<file path="src/rtl/vga_timing_gen_pkg.sv">
// ---------------------------------------------------------------------------
// vga_timing_gen_pkg
// Shared timing constants for the 640x480 @ ~60 Hz VGA raster generator.
// Holds the default porch/sync/active figures, the derived totals and sync
// window bounds, and the coordinate / frame-counter widths used by the top
// level and by the per-axis counter.
// ---------------------------------------------------------------------------
package vga_timing_gen_pkg;

  // Width of pix_x / pix_y and of the internal axis counters.
  localparam int COORD_W     = 10;
  // Width of the completed-frame counter.
  localparam int FRAME_CNT_W = 8;

  // Default horizontal timing, in pixels.
  localparam int DEF_H_ACTIVE = 640;
  localparam int DEF_H_FP     = 16;
  localparam int DEF_H_SYNC   = 96;
  localparam int DEF_H_BP     = 48;

  // Default vertical timing, in lines.
  localparam int DEF_V_ACTIVE = 480;
  localparam int DEF_V_FP     = 10;
  localparam int DEF_V_SYNC   = 2;
  localparam int DEF_V_BP     = 33;

  // Board clocks per pixel and sync pulse level (0 = active-low pulse).
  localparam int DEF_CLK_DIV  = 2;
  localparam int DEF_SYNC_POL = 0;

  // Length of one axis: visible + front porch + sync + back porch.
  function automatic int axis_total(input int act, input int fp,
                                    input int sync, input int bp);
    return act + fp + sync + bp;
  endfunction

  // Sync pulse occupies [act+fp, act+fp+sync).
  function automatic int sync_start(input int act, input int fp);
    return act + fp;
  endfunction

  function automatic int sync_end(input int act, input int fp, input int sync);
    return act + fp + sync;
  endfunction

  // Derived defaults: 800 x 525, hsync [656,752), vsync [490,492).
  localparam int DEF_H_TOTAL      = axis_total(DEF_H_ACTIVE, DEF_H_FP, DEF_H_SYNC, DEF_H_BP);
  localparam int DEF_V_TOTAL      = axis_total(DEF_V_ACTIVE, DEF_V_FP, DEF_V_SYNC, DEF_V_BP);
  localparam int DEF_H_SYNC_START = sync_start(DEF_H_ACTIVE, DEF_H_FP);
  localparam int DEF_H_SYNC_END   = sync_end(DEF_H_ACTIVE, DEF_H_FP, DEF_H_SYNC);
  localparam int DEF_V_SYNC_START = sync_start(DEF_V_ACTIVE, DEF_V_FP);
  localparam int DEF_V_SYNC_END   = sync_end(DEF_V_ACTIVE, DEF_V_FP, DEF_V_SYNC);

endpackage

</file>
<file path="src/rtl/vga_axis_counter.sv">
// ---------------------------------------------------------------------------
// vga_axis_counter
// One raster axis (horizontal or vertical). Counts 0..TOTAL-1 on each enabled
// cycle and wraps.
//
// Ports:
//   clk       - clock
//   rst       - synchronous active-high reset, count returns to 0
//   en        - advance the count at this edge
//   count     - current (registered) count
//   wrap      - count is at TOTAL-1, so the next enabled edge wraps to 0
//   in_sync   - the count loaded at this edge lies in [SYNC_START, SYNC_END)
//   in_active - the count loaded at this edge lies below ACTIVE
//
// in_sync / in_active decode the value the counter is about to hold, not the
// value it holds now. The top level registers them on the same edge as the
// counter advances, so its sync/active flops always agree with count.
// ---------------------------------------------------------------------------
module vga_axis_counter
  import vga_timing_gen_pkg::*;
#(
  parameter int TOTAL      = DEF_H_TOTAL,
  parameter int SYNC_START = DEF_H_SYNC_START,
  parameter int SYNC_END   = DEF_H_SYNC_END,
  parameter int ACTIVE     = DEF_H_ACTIVE,
  parameter int W          = COORD_W
) (
  input  logic         clk,
  input  logic         rst,
  input  logic         en,
  output logic [W-1:0] count,
  output logic         wrap,
  output logic         in_sync,
  output logic         in_active
);

  localparam logic [W-1:0] LAST       = W'(TOTAL - 1);
  localparam logic [W-1:0] SYNC_LO    = W'(SYNC_START);
  localparam logic [W-1:0] SYNC_HI    = W'(SYNC_END);
  localparam logic [W-1:0] ACTIVE_LIM = W'(ACTIVE);

  logic [W-1:0] count_reg;
  logic [W-1:0] count_next;

  assign wrap = (count_reg == LAST);

  always_comb begin
    count_next = count_reg;
    if (en) begin
      count_next = wrap ? '0 : count_reg + W'(1);
    end
  end

  always_ff @(posedge clk) begin
    if (rst) begin
      count_reg <= '0;
    end else begin
      count_reg <= count_next;
    end
  end

  assign in_sync   = (count_next >= SYNC_LO) && (count_next < SYNC_HI);
  assign in_active = (count_next < ACTIVE_LIM);
  assign count     = count_reg;

endmodule

</file>
<file path="src/rtl/vga_timing_gen.sv">
// ---------------------------------------------------------------------------
// vga_timing_gen
// 640x480 @ ~60 Hz VGA raster timing from the 50 MHz board clock. A clock
// divider produces a pixel tick every CLK_DIV cycles; two axis counters track
// the horizontal and vertical position. Every output is a flop loaded on the
// tick edge, so coordinates, sync and active always describe the same pixel.
//
// Ports:
//   MAX10_CLK1_50 - 50 MHz system clock
//   rst           - synchronous active-high reset (wins over a same-cycle tick)
//   pix_en        - one-cycle strobe in the cycle a new pixel becomes valid
//   hsync, vsync  - SYNC_POL during the pulse, ~SYNC_POL otherwise
//   active        - current pixel is inside the visible area
//   pix_x, pix_y  - current horizontal / vertical count
//   line_start    - with pix_en when pix_x == 0
//   frame_start   - with pix_en when pix_x == 0 and pix_y == 0
//   frame_cnt     - completed frames, wraps 255 -> 0
//
// Downstream note: the colour stage sees coordinates and sync together, so a
// registered colour stage must delay hsync/vsync by one pix_en to match.
// ---------------------------------------------------------------------------
module vga_timing_gen
  import vga_timing_gen_pkg::*;
#(
  parameter int H_ACTIVE = DEF_H_ACTIVE,
  parameter int H_FP     = DEF_H_FP,
  parameter int H_SYNC   = DEF_H_SYNC,
  parameter int H_BP     = DEF_H_BP,
  parameter int V_ACTIVE = DEF_V_ACTIVE,
  parameter int V_FP     = DEF_V_FP,
  parameter int V_SYNC   = DEF_V_SYNC,
  parameter int V_BP     = DEF_V_BP,
  parameter int CLK_DIV  = DEF_CLK_DIV,
  parameter int SYNC_POL = DEF_SYNC_POL
) (
  input  logic                   MAX10_CLK1_50,
  input  logic                   rst,
  output logic                   pix_en,
  output logic                   hsync,
  output logic                   vsync,
  output logic                   active,
  output logic [COORD_W-1:0]     pix_x,
  output logic [COORD_W-1:0]     pix_y,
  output logic                   line_start,
  output logic                   frame_start,
  output logic [FRAME_CNT_W-1:0] frame_cnt
);

  localparam int H_TOTAL = axis_total(H_ACTIVE, H_FP, H_SYNC, H_BP);
  localparam int V_TOTAL = axis_total(V_ACTIVE, V_FP, V_SYNC, V_BP);

  // A 1-bit divider is kept for CLK_DIV == 1; it simply stays at 0 and every
  // cycle is a tick.
  localparam int               DIV_W    = (CLK_DIV > 1) ? $clog2(CLK_DIV) : 1;
  localparam logic [DIV_W-1:0] DIV_LAST = DIV_W'(CLK_DIV - 1);
  localparam logic             SYNC_LVL = (SYNC_POL != 0);

  // ---------------------------------------------------------------- divider
  logic [DIV_W-1:0] div_reg;
  logic             tick;

  assign tick = (div_reg == DIV_LAST);

  always_ff @(posedge MAX10_CLK1_50) begin
    if (rst) begin
      div_reg <= '0;
    end else if (tick) begin
      div_reg <= '0;
    end else begin
      div_reg <= div_reg + DIV_W'(1);
    end
  end

  // ----------------------------------------------------------- axis counters
  logic [COORD_W-1:0] h_count;
  logic [COORD_W-1:0] v_count;
  logic               h_wrap;
  logic               v_wrap;
  logic               h_in_sync;
  logic               v_in_sync;
  logic               h_in_active;
  logic               v_in_active;
  logic               v_en;

  // The vertical axis only moves on the tick that wraps the horizontal one.
  assign v_en = tick & h_wrap;

  vga_axis_counter #(
    .TOTAL      (H_TOTAL),
    .SYNC_START (sync_start(H_ACTIVE, H_FP)),
    .SYNC_END   (sync_end(H_ACTIVE, H_FP, H_SYNC)),
    .ACTIVE     (H_ACTIVE),
    .W          (COORD_W)
  ) u_h_axis (
    .clk       (MAX10_CLK1_50),
    .rst       (rst),
    .en        (tick),
    .count     (h_count),
    .wrap      (h_wrap),
    .in_sync   (h_in_sync),
    .in_active (h_in_active)
  );

  vga_axis_counter #(
    .TOTAL      (V_TOTAL),
    .SYNC_START (sync_start(V_ACTIVE, V_FP)),
    .SYNC_END   (sync_end(V_ACTIVE, V_FP, V_SYNC)),
    .ACTIVE     (V_ACTIVE),
    .W          (COORD_W)
  ) u_v_axis (
    .clk       (MAX10_CLK1_50),
    .rst       (rst),
    .en        (v_en),
    .count     (v_count),
    .wrap      (v_wrap),
    .in_sync   (v_in_sync),
    .in_active (v_in_active)
  );

  // --------------------------------------------------------- output registers
  logic                   pix_en_reg;
  logic                   line_start_reg;
  logic                   frame_start_reg;
  logic                   hsync_reg;
  logic                   vsync_reg;
  logic                   active_reg;
  logic [FRAME_CNT_W-1:0] frame_cnt_reg;
  logic                   frame_wrap;

  // Tick that takes the raster from the last pixel of a frame back to (0,0).
  assign frame_wrap = tick & h_wrap & v_wrap;

  always_ff @(posedge MAX10_CLK1_50) begin
    if (rst) begin
      pix_en_reg      <= 1'b0;
      line_start_reg  <= 1'b0;
      frame_start_reg <= 1'b0;
      hsync_reg       <= ~SYNC_LVL;
      vsync_reg       <= ~SYNC_LVL;
      active_reg      <= 1'b0;
      frame_cnt_reg   <= '0;
    end else begin
      // Strobes are recomputed every cycle so they drop after one clock.
      pix_en_reg      <= tick;
      line_start_reg  <= tick & h_wrap;
      frame_start_reg <= frame_wrap;
      if (tick) begin
        hsync_reg  <= h_in_sync ? SYNC_LVL : ~SYNC_LVL;
        vsync_reg  <= v_in_sync ? SYNC_LVL : ~SYNC_LVL;
        active_reg <= h_in_active & v_in_active;
      end
      if (frame_wrap) begin
        frame_cnt_reg <= frame_cnt_reg + FRAME_CNT_W'(1);
      end
    end
  end

  assign pix_en      = pix_en_reg;
  assign line_start  = line_start_reg;
  assign frame_start = frame_start_reg;
  assign hsync       = hsync_reg;
  assign vsync       = vsync_reg;
  assign active      = active_reg;
  assign pix_x       = h_count;
  assign pix_y       = v_count;
  assign frame_cnt   = frame_cnt_reg;

endmodule
</file>
<file path="config.mk">
export PLATFORM = sky130hd
export DESIGN_NAME = vga_timing_gen
export DESIGN_NICKNAME = d
export VERILOG_FILES = /design/src/rtl/vga_timing_gen_pkg.sv /design/src/rtl/vga_axis_counter.sv /design/src/rtl/vga_timing_gen.sv
export SDC_FILE = /design/constraint.sdc
export NUM_CORES = 1
export LEC_CHECK = 0
export BUFFER_PORTS_ARGS = -buffer_cell sky130_fd_sc_hd__buf_2
export CORE_MARGIN = 2
export CORE_UTILIZATION = 25
export CTS_CLUSTER_DIAMETER = 40
export DETAILED_ROUTE_END_ITERATION = 12
export GPL_TIMING_DRIVEN = 0
export PLACE_DENSITY_LB_ADDON = 0.1
export SLEW_MARGIN = 20
export SYNTH_ARGS = -nofsm -noshare
export SYNTH_HDL_FRONTEND = slang
export SYNTH_HIERARCHICAL = 1
export SYNTH_SLANG_ARGS = --single-unit
</file>
<file path="constraint.sdc">
create_clock -name MAX10_CLK1_50 -period 3.17 [get_ports MAX10_CLK1_50]
set_clock_uncertainty 0.2 [all_clocks]
set_input_delay 0.634 -clock MAX10_CLK1_50 [delete_from_list [all_inputs] [get_ports MAX10_CLK1_50]]
set_output_delay 0.634 -clock MAX10_CLK1_50 [all_outputs]
set_load 0.01 [all_outputs]
</file>
==> results.md <==
* Syn Nets at 205
* Synth Register Bits at 35
* Seq/Total Area, Yosys at between 30% and 40%
* Core Footprint at between 6000 and 7000 µm²
* CTS tree: yes
* Post-Syn Area at about 1800 µm²
* Most common cell in the synthesized netlist: dfxtp_1
* Overall routing resource usage at roughly 11%
* FF-to-FF path depth at 12
* Max_cap viols at 0
* Initial core utilization at 25.9%
* CP endpoint kind: register
* Vias in the first global route at 1415
* Layout cell share with drive strength beyond 1 at roughly 29%
* Worst Path Required at around 3.2 ns
* Fill cells at roughly 720
* Final Wtd Congestion at roughly 0.74
* Die X at between 80 and 90 µm
* WHS Path Cells at 2
* Status: complete, no violations
* # setup viols final at 0
* Layout area overhead at 26.4%
* P_leak at 0.859 nW
* TritonCTS Buffers at 5
* Period utilization at 92.2%
* Most instantiated cells after synthesis: 35 x dfxtp_1, 25 x nor2_1, 14 x nand2_1
* Via count at approximately 1500
* Min Tclk post-route at between 2 and 3 ns
* Die height at a little under 90 µm
* Reg-to-Reg End: vsync$_SDFFE_PP1P_
* Setup ws final at ~0.25 ns
* Yosys cell types at 45
* Routed WL at 4110 µm
* Pre-CTS setup slack at -0.440 ns
* Slew at the pin with the worst max-slew slack at between 0.4 and 0.5 ns
* Post-synth EDFFs at 0
* Synthesis warning total at 6
* CP startpoint kind: register
* Kind of critical path: reg2reg
* Hold EP: active$_SDFFE_PP0P_
* First-pass GRT wire length at about 6700 µm
* Worst R2R Start: u_h_axis/count[5]$_SDFF_PP0_
* Initial DRC count at 51
* Top cell type's share of synthesized area at approximately two fifths
* Largest net degree at the start of global routing at 12
* Post-DP HPWL at ~3000 µm
* Std cell rows at 30
* PortBufs at 35
* Hold_sp: active$_SDFFE_PP0P_
* Die area at about 7700 µm²
* DRC Markers at 0
* Worst path arrival time at 2.90 ns
* Antenna violations before repair at 0
* Worst Hold Class: reg2reg
* DRT antenna net count at 0
* Clock sink count at 35
* Final #Nets at around 250
* Max-slew violation count at 0
* R2r setup slk at ~0.25 ns
* Syn avg cell area at 8.83 µm²
* Clk slew on worst S/H paths at roughly 0.07 ns
* Via/cell ratio at 4.49
* IO Count at 36
* Clock Path Buffers at 2
* Placed Cells at 330
* Gr ovfl total at 0
* Slew headroom at between 60 and 70%
* Pwr/cell area at roughly 380 nW/µm²
* Non-Filler Instances at around 340
* Routed WL per cell at ~12 µm
* Crit-path max FO at 7
* Ys flop type: dfxtp_1
* Drt pass-1 iters at 4
* Fin. Hold Viols at 0
* Leading area contributor after synthesis: dfxtp_1
* CTS H-tree depth at 2
* Synth top area cells: dfxtp_1 40%, nor2_1 5.3%, xor2_1 4.5%, xnor2_1 3.5%, nand4_1 3.2%
* Peak supply drop at between 0.0001 and 0.00015 V
* F_max at between 300 and 400 MHz
* Mapped Cells at roughly 200
* Post-route setup TNS at 0 ns
* CTS root buffer: clkbuf_8
* Clock insertion delay at the later pin of the skew report at approximately 0.28 ns
* Post-synth ARST share at 0%
* N_diodes at 0
-- power by group --
group / switching (mW) / internal (mW)
clock: 0.162 / 0.198
sequential: 0.00598 / 0.445
combinational: 0.0191 / 0.0117
total: 0.187 / 0.654
-- worst max-delay path by stage --
stage / startpoint / end / slack [ns] / depth (start not counted)
2_1_floorplan: u_h_axis/count[0]$_SDFF_PP0_ / vsync$_SDFFE_PP1P_ / 0.04 / 13
3_3_place_gp: u_h_axis/count[0]$_SDFF_PP0_ / vsync$_SDFFE_PP1P_ / -0.44 / 13
3_5_place_dp: u_h_axis/count[0]$_SDFF_PP0_ / vsync$_SDFFE_PP1P_ / -0.44 / 13
4_1_cts: u_h_axis/count[0]$_SDFF_PP0_ / vsync$_SDFFE_PP1P_ / 0.04 / 13
5_1_grt: u_h_axis/count[0]$_SDFF_PP0_ / vsync$_SDFFE_PP1P_ / -0.002 / 13
6_report: u_h_axis/count[5]$_SDFF_PP0_ / vsync$_SDFFE_PP1P_ / 0.25 / 12
-- area by class of cell --
type,count,area (µm²),area share [%]
multi-input combinational,152,1020,46.0
timing repair buffer,40,213,9.58
clock buffer,7,96.3,4.34
buffer,6,36.3,1.63
tap,96,120,5.41
inverter,6,22.5,1.01
clock inverter,1,7.51,0.338
sequential,35,703,31.7
-- worst max-delay path, cell delays in order (launching register included) --
cell	delay [ns]
dfxtp_1	0.36
or3_1	0.46
nor3_4	0.21
and2_1	0.14
buf_2	0.18
nand4_1	0.19
nor4_1	0.24
o211ai_1	0.17
o2bb2ai_1	0.18
nor4_2	0.28
nand2_1	0.07
o21ai_0	0.08
nand2b_1	0.07
-- kinds of logic after synthesis --
group	count (synthesis)	share of synthesized area (%)
fa+ha+maj	4	2.85
buf+inv	12	3.35
flops	35	39.9
simple gates	96	32.6
mux	4	2.28
compound gates	32	11.0
xor+xnor	16	7.98
-- per-stage QoR --
| step | hold slack (ns) | power, mW | area [µm²] | utilization, % |
|---|---|---|---|---|
| floorplan | 0.290 | 0.480 | 1760 | - |
| global placement | 0.260 | 0.493 | 2060 | 30.3 |
| detailed placement | 0.258 | 0.492 | 2060 | 30.3 |
| CTS | 0.272 | 0.862 | 2190 | 32.3 |
| global route | 0.300 | 0.889 | 2220 | 32.7 |
| finish | 0.267 | 0.842 | 2220 | 32.7 |
-- routing by layer --
layer | wire length [µm] | track usage, % | vias up
met4 | 64 | 4.34 | 0
met5 | 0 | 0 | -
met2 | 1990 | 17.7 | 22
met3 | 126 | 3.77 | 6
li1 | - | - | 803
met1 | 1940 | 14.2 | 710
-- cells in the final DEF, fill, tap and decap left out, types with 4 or more instances in the layout --
master	count
xor2_1	9
buf_2	37
nand2_1	14
dfxtp_1	33
or3_1	5
buf_4	6
xnor2_1	7
inv_1	6
nand2b_1	4
nor4_2	4
o21ai_0	10
nand4_1	9
mux2i_1	4
a21oi_1	11
nor2_1	25
nand3_1	8
clkbuf_8	7
-- what timing repair did --
item                       in CTS  in global routing
gates resized for setup         3                  3
hold buffers                    0                  0
setup buffers                   2                  3
setup endpoints to repair       2                  1
pin swaps                       1                  2
Power figures use the tool's default switching activity.
